<file path="src/rtl/mul_share_arbiter.sv">
// rtl/mul_share_arbiter.sv - round-robin arbiter sharing one fixed-latency multiplier
//
// Purpose: two requesters take turns on one WIDTH x WIDTH multiplier. In IDLE the
// winner's operands are registered onto the multiplier inputs. The block then
// pulses the winner's ack together with mul_start, counts out LATENCY cycles,
// captures the product and pulses the winner's response valid.
//
// Ports:
//   i_clk, i_rst          clock (rising edge), synchronous active-high reset
//   i_req0/i_a0/i_b0      requester 0 request and operands (held until o_ack0)
//   o_ack0                one-cycle pulse: requester 0 operands captured
//   i_req1/i_a1/i_b1      requester 1 request and operands (held until o_ack1)
//   o_ack1                one-cycle pulse: requester 1 operands captured
//   o_mul_a, o_mul_b      registered multiplier operands
//   o_mul_start           one-cycle multiplier start pulse
//   i_mul_result          multiplier product, valid LATENCY cycles after start
//   o_rsp_valid0/1        one-cycle pulse: o_rsp_data belongs to requester 0/1
//   o_rsp_data            last product, held until the next response
//   o_busy                high in every state except IDLE
module mul_share_arbiter #(
  parameter int WIDTH   = 8,
  parameter int LATENCY = 9
) (
  input  logic               i_clk,
  input  logic               i_rst,
  input  logic               i_req0,
  input  logic [WIDTH-1:0]   i_a0,
  input  logic [WIDTH-1:0]   i_b0,
  output logic               o_ack0,
  input  logic               i_req1,
  input  logic [WIDTH-1:0]   i_a1,
  input  logic [WIDTH-1:0]   i_b1,
  output logic               o_ack1,
  output logic [WIDTH-1:0]   o_mul_a,
  output logic [WIDTH-1:0]   o_mul_b,
  output logic               o_mul_start,
  input  logic [2*WIDTH-1:0] i_mul_result,
  output logic               o_rsp_valid0,
  output logic               o_rsp_valid1,
  output logic [2*WIDTH-1:0] o_rsp_data,
  output logic               o_busy
);

  localparam int CW = (LATENCY > 1) ? $clog2(LATENCY) : 1;
  localparam logic [CW-1:0] CNT_LOAD = CW'(LATENCY - 1);

  typedef enum logic [1:0] {
    S_IDLE,
    S_ISSUE,
    S_WAIT,
    S_DONE
  } state_t;

  state_t               r_state, w_state;
  logic [CW-1:0]        r_cnt, w_cnt;
  logic                 r_ptr, w_ptr;     // requester that wins a tie
  logic                 r_win, w_win;     // requester owning the current operation
  logic [WIDTH-1:0]     r_mul_a, w_mul_a;
  logic [WIDTH-1:0]     r_mul_b, w_mul_b;
  logic                 r_ack0, w_ack0;
  logic                 r_ack1, w_ack1;
  logic                 r_start, w_start;
  logic                 r_rv0, w_rv0;
  logic                 r_rv1, w_rv1;
  logic [2*WIDTH-1:0]   r_rsp, w_rsp;
  logic                 r_busy, w_busy;
  logic                 w_pick;

  always_ff @(posedge i_clk) begin
    if (i_rst) begin
      r_state <= S_IDLE;
      r_cnt   <= '0;
      r_ptr   <= 1'b0;
      r_win   <= 1'b0;
      r_mul_a <= '0;
      r_mul_b <= '0;
      r_ack0  <= 1'b0;
      r_ack1  <= 1'b0;
      r_start <= 1'b0;
      r_rv0   <= 1'b0;
      r_rv1   <= 1'b0;
      r_rsp   <= '0;
      r_busy  <= 1'b0;
    end else begin
      r_state <= w_state;
      r_cnt   <= w_cnt;
      r_ptr   <= w_ptr;
      r_win   <= w_win;
      r_mul_a <= w_mul_a;
      r_mul_b <= w_mul_b;
      r_ack0  <= w_ack0;
      r_ack1  <= w_ack1;
      r_start <= w_start;
      r_rv0   <= w_rv0;
      r_rv1   <= w_rv1;
      r_rsp   <= w_rsp;
      r_busy  <= w_busy;
    end
  end

  always_comb begin
    w_state = r_state;
    w_cnt   = r_cnt;
    w_ptr   = r_ptr;
    w_win   = r_win;
    w_mul_a = r_mul_a;
    w_mul_b = r_mul_b;
    w_ack0  = 1'b0;
    w_ack1  = 1'b0;
    w_start = 1'b0;
    w_rv0   = 1'b0;
    w_rv1   = 1'b0;
    w_rsp   = r_rsp;
    // Pointed requester wins if it asks, otherwise the other one.
    w_pick  = r_ptr ? i_req1 : ~i_req0;

    case (r_state)
      S_IDLE: begin
        if (i_req0 || i_req1) begin
          w_win   = w_pick;
          w_mul_a = w_pick ? i_a1 : i_a0;
          w_mul_b = w_pick ? i_b1 : i_b0;
          // ack and start are registered here so they appear during ISSUE.
          w_ack0  = ~w_pick;
          w_ack1  = w_pick;
          w_start = 1'b1;
          w_state = S_ISSUE;
        end
      end
      S_ISSUE: begin
        w_cnt   = CNT_LOAD;
        w_state = S_WAIT;
      end
      S_WAIT: begin
        // Counter hits zero in the cycle the product becomes valid.
        if (r_cnt == '0) begin
          w_rsp   = i_mul_result;
          w_rv0   = ~r_win;
          w_rv1   = r_win;
          w_state = S_DONE;
        end else begin
          w_cnt = r_cnt - CW'(1);
        end
      end
      S_DONE: begin
        w_ptr   = ~r_win;
        w_state = S_IDLE;
      end
      default: w_state = S_IDLE;
    endcase

    w_busy = (w_state != S_IDLE);
  end

  assign o_ack0       = r_ack0;
  assign o_ack1       = r_ack1;
  assign o_mul_a      = r_mul_a;
  assign o_mul_b      = r_mul_b;
  assign o_mul_start  = r_start;
  assign o_rsp_valid0 = r_rv0;
  assign o_rsp_valid1 = r_rv1;
  assign o_rsp_data   = r_rsp;
  assign o_busy       = r_busy;

endmodule

</file>
<file path="config.mk">
export PLATFORM = sky130hd
export DESIGN_NAME = mul_share_arbiter
export DESIGN_NICKNAME = d
export VERILOG_FILES = /design/src/rtl/mul_share_arbiter.sv
export SDC_FILE = /design/constraint.sdc
export NUM_CORES = 1
export LEC_CHECK = 0
export CAP_MARGIN = 20
export CORE_UTILIZATION = 44
export CTS_CLUSTER_DIAMETER = 30
export DETAILED_ROUTE_END_ITERATION = 8
export MAX_ROUTING_LAYER = met4
export PLACE_DENSITY_LB_ADDON = 0.3
export SLEW_MARGIN = 20
export SYNTH_ARGS = -nofsm -noshare
export SYNTH_HDL_FRONTEND = slang
export SYNTH_SLANG_ARGS = --single-unit
</file>
<file path="constraint.sdc">
create_clock -name i_clk -period 4.3 [get_ports i_clk]
set_input_delay 0.645 -clock i_clk [delete_from_list [all_inputs] [get_ports i_clk]]
set_output_delay 0.645 -clock i_clk [all_outputs]
set_load 0.01 [all_outputs]
</file>
==> results of run 1 <==
## worst paths after layout
check | from | end | slack (ns) | cells past startpoint
worst min register to register | r_win | o_rsp_valid0 | 0.45 | 1
worst max register to register | r_state[0] | o_busy | 2.13 | 5
worst min-delay path | r_win | o_rsp_valid0 | 0.45 | 1
worst max-delay path | r_state[0] | o_busy | 2.13 | 5
## critical path, stage by stage (launching register included)
cell       delay (ns)
dfxtp_1          0.36
inv_1            0.12
ha_1             0.31
nand4bb_1        0.70
a211oi_1         0.48
or2_2            0.15
## sequential cells by signal (all words and copies together), names as in the netlist
signal / cells
r_ptr: 1
r_state: 2
o_ack0: 1
o_busy: 1
o_rsp_data: 16
o_mul_start: 1
r_win: 1
o_mul_a: 8
o_rsp_valid0: 1
r_cnt: 4
o_ack1: 1
o_rsp_valid1: 1
o_mul_b: 8
## cell type report
class	count	area (um2)	share of cell area (%)
inverter	5	18.8	0.654
multi-input combinational	159	906	31.6
timing repair buffer	89	886	30.9
clock buffer	7	76.3	2.66
sequential	46	921	32.1
tap	50	62.6	2.18
## stage by stage
| step | hold slack, ns | instances |
|---|---|---|
| final | 0.447 | 356 |
| after global routing | 0.471 | 356 |
| after CTS | 0.454 | 356 |
| after global placement | 0.436 | 349 |
| after detailed placement | 0.440 | 349 |
| after floorplan | 0.425 | 228 |
## cell usage after synthesis (2+ instances only)
library cell / instances / share of area, %
o21ai_1: 2 / 0.52
a311oi_1: 16 / 7.2
nand3_1: 18 / 4.6
o21ai_0: 16 / 4.1
nor4b_1: 2 / 0.90
clkbuf_1: 5 / 0.97
buf_2: 8 / 2.1
buf_4: 2 / 0.77
clkbuf_2: 2 / 0.52
mux2i_1: 2 / 1.0
dfxtp_1: 46 / 47
ha_1: 6 / 3.9
nor2_1: 21 / 4.1
mux2_2: 2 / 1.2
and2b_2: 2 / 0.90
a211oi_1: 2 / 0.77
nor2b_1: 2 / 0.65
a21oi_1: 20 / 5.2
nand2b_1: 4 / 1.3
nand2_1: 34 / 6.6
nor3_1: 4 / 1.0
inv_1: 5 / 0.97
## logic make-up (layout without fill, tap and decap cells)
family	after synthesis	after routing	synth area share (%)
simple gates	92	92	22.4
compound gates	57	57	18.2
flops	46	46	47.5
buf+inv	23	101	5.87
fa+ha+maj	6	6	3.87
mux	4	4	2.19
## layer usage
layer	wire length, um	GRT usage [%]
met3	416	8.50
met2	2370	37.3
met4	90	8.85
met5	0	-
met1	2100	28.1
## power groups by stage
| stage | clock (W) | combinational (W) | sequential [W] |
|---|---|---|---|
| final | 0.000245 | 0.000715 | 0.000623 |
| after global routing | 0.000270 | 0.000799 | 0.000642 |
| after CTS | 0.000253 | 0.000722 | 0.000623 |
| after detailed placement | 0 | 0.000719 | 0.000634 |
| after global placement | 0 | 0.000707 | 0.000629 |
| after floorplan | 0 | 0.000372 | 0.000676 |
==> impl_metrics.py, run 1 <==
metrics = {
    "critical_path": {
        "crit_type": "reg2reg",
        "cp_max_fo": 19,
        "critPathLaunchType": "flip-flop",
        "cp.arrival_ns": 2.41,
        "critical_path_required_ns": 4.55,
        "endpoint_kind": "flip-flop",
    },
    "timing": {
        "slew_headroom_pct": 42.6,
        "tns_ns": 0,
        "skew_ns": 0.00327,
        "final.setup.worst_slack_ns": 2.13,
        "max_freq_mhz": 461,
        "maxSlewViolCount": 0,
        "timing.final.crit_period_ns": 2.17,
        "rsz0062_at_grt": "false",
        "tightest_slew_ns": 0.860,
        "hold_viol_final": 0,
        "setup_viol": 0,
        "post-route-period-util_pct": 50.4,
    },
    "clocking": {
        "cts_root_buffer": "clkbuf_8",
        "clk_pin_slew_ns": 0.08,
        "cts.path.max_buffers": 2,
        "cts_setup_buffers": 0,
        "cts_tree": "yes",
        "clk_latency_ns": 0.29,
        "postCtsResizedCells": 0,
        "cts_buffers": 5,
        "ctsHoldBuffers": 0,
        "htree_levels": 2,
        "numClockSinks": 46,
    },
    "layout": {
        "finalNetCount": 364,
        "drive_above_1_share_pct": 4.25,
        "antenna_cells": 0,
        "final_cell_mix": "88 x clkdlybuf4s50_1, 46 x dfxtp_1, 34 x nand2_1",
        "fin_util_pct": 69.7,
        "areaGrowthSynthToFinish_pct": 48.0,
        "fin_area_um2": 2870,
        "layout_commonest_cell": "clkdlybuf4s50_1",
        "fill_cells": 362,
    },
    "yosys": {
        "synth_flop_cell": "dfxtp_1",
        "ys_seq_area_share_pct": 47.5,
        "synth_nets": 286,
        "avgSynthCellArea_um2": 8.51,
        "syn_inst": 228,
        "synth_edf_count": 0,
        "synthesis.area_um2": 1940,
        "ys.warnings.count": 0,
        "synth_cell_type_count": 29,
        "ys_ff_latch": 46,
        "synth-async-reset-ratio_pct": 0,
    },
    "placement": {
        "hpwl_um": 3440,
        "dpl_cell_area_um2": 2790,
        "gp_congestion": 0.719,
        "dp_slack_ns": 1.78,
        "port_buffers": 89,
    },
    "power": {
        "p_sw_share_pct": 35.2,
        "powerDensity_nw_per_um2": 551,
        "vdd_ir_drop_max_mv": 0.293,
        "pwr-share-seq_pct": 39.4,
        "p_comb_share_pct": 45.2,
        "switchingPower_w": 0.000557,
        "power_w": 0.00158,
        "leakagePower_nw": 1.03,
        "intPower_w": 0.00103,
        "clockPowerShare_pct": 15.5,
    },
    "floorplan": {
        "initial_core_util_pct": 47.1,
        "die_w_um": 68.4,
        "ios": 90,
        "die_area_um2": 4680,
        "die_h_um": 68.4,
        "rows": 23,
        "core_um2": 4120,
    },
    "routing": {
        "totalWireLength_um": 4970,
        "detail-route-antenna-nets": 0,
        "drtPass1Iterations": 4,
        "wl_per_cell_um": 14.0,
        "drcViolationCount": 0,
        "detailroute.via_count": 1916,
        "drtIter0Drc": 182,
        "via_per_inst": 5.38,
    },
    "status": {
        "status": "finished, final reports clean",
    },
    "global_route": {
        "grt_pass1_vias": 1779,
        "grt_max_degree": 48,
        "grt_pass1_wl_um": 7900,
        "antenna_found_initial": 0,
        "grt-ovfl-total": 0,
        "grt.total_usage_pct": 23.9,
    },
    "worst_hold_path": {
        "min_path_type": "reg2reg",
    },
    "run": {
        "maxCapViolCount": 0,
    },
}
Power figures use the tool's default switching activity.
==> run 2, diff against run 1 <==
- CORE_UTILIZATION: 44 -> 41
- clock period: 4.3 -> 2.09 ns (I/O delays scaled with it)
==> run 2 against run 1 <==
  * The run now ends with DRC left
  * Register-to-register slack worse by 1.6 ns
  * Flip-flop and latch count unchanged
  * Clock-buffer cell count did not move
  * Combinational power grew 110%
  * Worst hold slack worse by 0.024 ns
  * Fmax increased by 37%
  * Global-route usage decreased by 3.0 points
  * First-iteration DRC count down 14%
  * Cell count increased by 2.5%
  * Critical path depth stayed put
  * Total power is 110% higher
==> impl_metrics.py, run 2 (same netlist as run 1, synthesis figures left out) <==
metrics = {
    "status": {
        "status": "finished, violations left",
        "violations": "DRC",
    },
    "run": {
        "maxCapViolCount": 0,
    },
    "floorplan": {
        "die_area_um2": 5010,
        "core_um2": 4440,
        "die_h_um": 70.8,
        "ios": 90,
        "initial_core_util_pct": 43.6,
        "die_w_um": 70.8,
        "rows": 24,
    },
    "critical_path": {
        "endpoint_kind": "flip-flop",
        "cpMaxStageDelayCell": "and4bb_2",
        "startpoint": "r_state[0]",
        "timing.critical_path.buf_inv": 1,
        "cp.arrival_ns": 1.80,
        "r2r-start": "r_state[0]",
        "critical_path_required_ns": 2.31,
        "cp_top_family": "simple AND/OR/NAND/NOR gates",
        "cp_max_fo": 16,
        "r2r_slack_ns": 0.51,
        "crit_type": "reg2reg",
        "critical_path.cell_chain": "inv_1 -> ha_1 -> and4bb_2 -> nand2_1 -> a21oi_1",
        "critPathMaxStageDelay_ns": 0.50,
        "rr_worst_depth": 5,
        "critPathLaunchType": "flip-flop",
        "timing.rr.end": "o_rsp_data[13]",
    },
    "routing": {
        "detailroute.via_count": 1923,
        "totalWireLength_um": 5100,
        "drtIter0Drc": 157,
        "drcViolationCount": 12,
        "wl_per_cell_um": 14.0,
        "detail-route-antenna-nets": 0,
        "drtPass1Iterations": 6,
        "via_per_inst": 5.27,
    },
    "global_route": {
        "antenna_found_initial": 0,
        "grt_pass1_vias": 1771,
        "grt.total_usage_pct": 20.9,
        "grt-ovfl-total": 0,
        "grt_max_degree": 34,
        "grt_pass1_wl_um": 8130,
    },
    "clocking": {
        "htree_levels": 2,
        "clk_latency_ns": 0.29,
        "cts_setup_buffers": 0,
        "cts_buffers": 5,
        "cts_tree": "yes",
        "cts_root_buffer": "clkbuf_8",
        "numClockSinks": 46,
        "ctsHoldBuffers": 0,
        "clk_pin_slew_ns": 0.08,
        "cts.path.max_buffers": 2,
        "postCtsResizedCells": 0,
    },
    "worst_hold_path": {
        "worst_hold_startpoint": "i_rst",
        "whs_endpoint": "o_rsp_data[3]",
        "hold_depth": 2,
        "min_path_type": "in2reg",
    },
    "timing": {
        "tns_ns": 0,
        "hold_viol_final": 0,
        "rsz0062_at_grt": "false",
        "setup_viol": 0,
        "slew_headroom_pct": 67.1,
        "final.setup.worst_slack_ns": 0.507,
        "maxSlewViolCount": 0,
        "max_freq_mhz": 632,
        "skew_ns": 0.00433,
        "tightest_slew_ns": 0.489,
        "timing.final.crit_period_ns": 1.58,
        "post-route-period-util_pct": 75.8,
    },
    "layout": {
        "areaGrowthSynthToFinish_pct": 50.8,
        "fin_area_um2": 2920,
        "final_cell_mix": "88 x clkdlybuf4s50_1, 46 x dfxtp_1, 34 x nand2_1",
        "finalNetCount": 371,
        "drive_above_1_share_pct": 6.07,
        "largest_reg_flops": 16,
        "layout_commonest_cell": "clkdlybuf4s50_1",
        "antenna_cells": 0,
        "fin_util_pct": 65.8,
    },
    "placement": {
        "dpl_cell_area_um2": 2850,
        "port_buffers": 89,
        "hpwl_um": 3500,
        "dp_slack_ns": 0.347,
        "gp_congestion": 0.744,
    },
    "power": {
        "leakagePower_nw": 1.06,
        "power_w": 0.00332,
        "powerDensity_nw_per_um2": 1140,
        "vdd_ir_drop_max_mv": 0.506,
    },
}
[run 2: cell types whose count changed in the layout (fill, tap and decap cells not counted)]
cell    delta
o21a_1     +1
buf_4      +7
o21a_2     -1
[run 2: power by group]
group          internal (W)  switching, W
Sequential          0.00114      0.000147
Combinational      0.000780      0.000750
Clock              0.000231      0.000273
[run 2: area by class of cell]
type	count	area, um2
fillers	392	1520
clock buffers	7	76.3
inverters	5	18.8
well taps	52	65.1
repair buffers	96	938
flip-flops and latches	46	921
multi-input cells	159	905
[run 2: stage by stage]
step | hold slack, ns | cells
global route | 0.438 | 365
finish | 0.423 | 365
global placement | 0.439 | 358
CTS | 0.422 | 365
detailed placement | 0.441 | 358
floorplan | 0.393 | 228
[run 2: how the worst max path moves through the flow]
stage | end | cells after the start
6_report | o_rsp_data[13] | 5
5_1_grt | o_rsp_data[15] | 5
4_1_cts | o_rsp_data[8] | 5
3_5_place_dp | o_mul_a[7] | 4
3_3_place_gp | o_mul_b[2] | 4
2_1_floorplan | o_busy | 6
[run 2: worst reg2reg max path, delay by kind of cell (launching register included)]
| family | cells | cell delay, ns |
|---|---|---|
| flops | 1 | 0.36 |
| compound gates | 1 | 0.13 |
| buf+inv | 1 | 0.12 |
| fa+ha+maj | 1 | 0.30 |
| simple gates | 2 | 0.60 |
[run 2: routing by layer]
| layer | up-vias | track usage, % | wire length (um) |
|---|---|---|---|
| met1 | 902 | 26.8 | 2360 |
| li1 | 962 | - | - |
| met5 | - | - | 0 |
| met4 | 0 | 5.78 | 42 |
| met3 | 5 | 4.27 | 278 |
| met2 | 54 | 33.7 | 2420 |
==> run 3, diff against run 2 <==
- clock period: 2.09 -> 1.54 ns (I/O delays scaled with it)
==> run 3 against run 2 <==
  * Design area rose by 4.0%
  * Flip-flop and latch count stayed put
  * Total power is 46% higher
  * Critical path depth decreased by 4
  * Combinational power is 44% higher
  * Global-route usage shrank 0.21 points
  * Largest power group unchanged
  * Cell count grew 0.82%
  * The flow still finishes with violations (DRC)
  * Non-clock buffer count is 2 higher
  * Highest routed layer unchanged
==> impl_metrics.py, run 3 (same netlist as run 1, synthesis figures left out) <==
metrics = {
    "timing": {
        "rsz0062_at_grt": "false",
        "setup_viol": 0,
        "skew_ns": 0.00349,
        "tightest_slew_ns": 0.386,
        "timing.final.crit_period_ns": 1.44,
        "hold_ws_ns": 0.327,
        "post-route-period-util_pct": 93.4,
        "maxSlewViolCount": 0,
        "hold_viol_final": 0,
        "slew_headroom_pct": 74.3,
        "max_freq_mhz": 695,
    },
    "worst_hold_path": {
        "worst_hold_startpoint": "i_rst",
        "whs_endpoint": "o_mul_start",
        "hold_depth": 2,
        "min_path_type": "in2reg",
    },
    "layout": {
        "finalNetCount": 373,
        "fill_cells": 359,
        "multi_input_area_um2": 920,
        "antenna_cells": 0,
        "layout_commonest_cell": "clkdlybuf4s50_1",
        "drive_above_1_share_pct": 8.54,
        "final_cell_mix": "88 x clkdlybuf4s50_1, 46 x dfxtp_1, 34 x nand2_1",
        "areaGrowthSynthToFinish_pct": 56.8,
        "largest_reg_flops": 16,
        "ff_latch_area_um2": 921,
        "finalNonFillerCells": 368,
    },
    "routing": {
        "wl_per_cell_um": 13.7,
        "detail-route-antenna-nets": 0,
        "via_per_inst": 5.23,
        "totalWireLength_um": 5060,
        "drtPass1Iterations": 6,
        "drcViolationCount": 12,
        "drtIter0Drc": 144,
        "detailroute.via_count": 1924,
    },
    "placement": {
        "gp_congestion": 0.711,
        "hpwl_um": 3490,
        "dp.cells": 360,
        "port_buffers": 89,
    },
    "power": {
        "leakagePower_nw": 1.10,
        "powerDensity_nw_per_um2": 1590,
        "vdd_ir_drop_max_mv": 1.00,
    },
    "global_route": {
        "grt_pass1_wl_um": 8000,
        "grt_max_degree": 34,
        "grt-ovfl-total": 0,
        "grt.total_usage_pct": 20.7,
        "antenna_found_initial": 0,
        "grt_pass1_vias": 1723,
    },
    "floorplan": {
        "die_w_um": 70.8,
        "initial_core_util_pct": 43.6,
        "rows": 24,
        "ios": 90,
        "die_area_um2": 5010,
        "core_um2": 4440,
        "die_h_um": 70.8,
    },
    "critical_path": {
        "rr_worst_depth": 5,
        "critPathLaunchType": "flip-flop",
        "cp_max_fo": 2,
        "critical_path_required_ns": 1.31,
        "r2r-start": "r_cnt[0]",
        "endpoint_kind": "primary output",
        "startpoint": "o_rsp_data[11]",
        "timing.critical_path.buf_inv": 1,
        "cp.arrival_ns": 1.21,
        "critPathMaxStageDelay_ns": 0.55,
        "r2r_slack_ns": 0.12,
        "timing.rr.end": "r_cnt[1]",
        "critical_path.cell_chain": "clkdlybuf4s50_1",
        "crit_type": "reg2out",
        "cpMaxStageDelayCell": "clkdlybuf4s50_1",
        "cp_top_family": "buffers and inverters",
    },
    "clocking": {
        "clk_latency_ns": 0.30,
        "numClockSinks": 46,
        "cts_tree": "yes",
        "clk_pin_slew_ns": 0.09,
        "cts_root_buffer": "clkbuf_8",
        "cts.path.max_buffers": 2,
        "cts_setup_buffers": 0,
        "htree_levels": 2,
        "cts_buffers": 5,
    },
    "status": {
        "status": "finished, violations left",
        "violations": "DRC",
    },
    "run": {
        "maxCapViolCount": 0,
    },
}
-- run 3: cell count changes in the layout (fill, tap and decap cells not counted), sizes merged --
| cell | delta |
|---|---|
| buf | +2 |
| bufinv | +1 |
| clkbuf | -2 |
| clkinvlp | +2 |
-- run 3: area by class of cell --
cell class                 count  area share [%]
sequential                    46            30.3
clock buffer                   5            2.26
timing repair buffer          98            33.0
inverter                       5           0.617
tap                           52            2.14
multi-input combinational    159            30.2
clock inverter                 3            1.48
-- run 3: how the worst max path moves through the flow --
| stage | end | slack (ns) | cells after the start |
|---|---|---|---|
| final | o_rsp_data[11] | 0.10 | 1 |
| after CTS | r_cnt[3] | 0.03 | 5 |
| after global placement | o_mul_b[2] | -0.07 | 4 |
| after floorplan | o_busy | 0.07 | 6 |
| after global routing | o_mul_a[5] | 0.0002 | 6 |
| after detailed placement | o_mul_b[6] | -0.12 | 4 |
-- run 3: per-layer routing --
layer / part of all wire [%] / global-route usage [%] / vias up
met5: 0 / - / -
met4: 1.7 / 6.67 / 0
met3: 7.0 / 5.56 / 7
met2: 46 / 31.7 / 67
met1: 45 / 26.6 / 879
li1: - / - / 971
-- run 3: per-stage QoR --
step	setup WS [ns]	area, um2	power (W)	utilization, %	setup TNS, ns
4_1_cts	0.0292	3030	0.00486	68.2	0
3_5_place_dp	-0.120	2910	0.00395	65.5	-1.45
2_1_floorplan	0.0743	1940	0.00293	-	0
5_1_grt	0.000182	3040	0.00516	68.4	0
3_3_place_gp	-0.0679	2910	0.00390	65.5	-0.829
6_report	0.102	3040	0.00485	68.4	0
-- run 3: power breakdown --
group	switching, W	internal, W	total [W]
combinational	0.00103	0.00117	0.00220
clock	0.000421	0.000483	0.000904
sequential	0.000193	0.00155	0.00174
total	0.00165	0.00320	0.00485
-- run 3: what timing repair did --
item | CTS | global route
hold buffers | 0 | 0
pin swaps | 0 | 1
resized for setup | 1 | 4
endpoints found under the hold margin | 0 | 0
setup endpoints to repair | 1 | 10
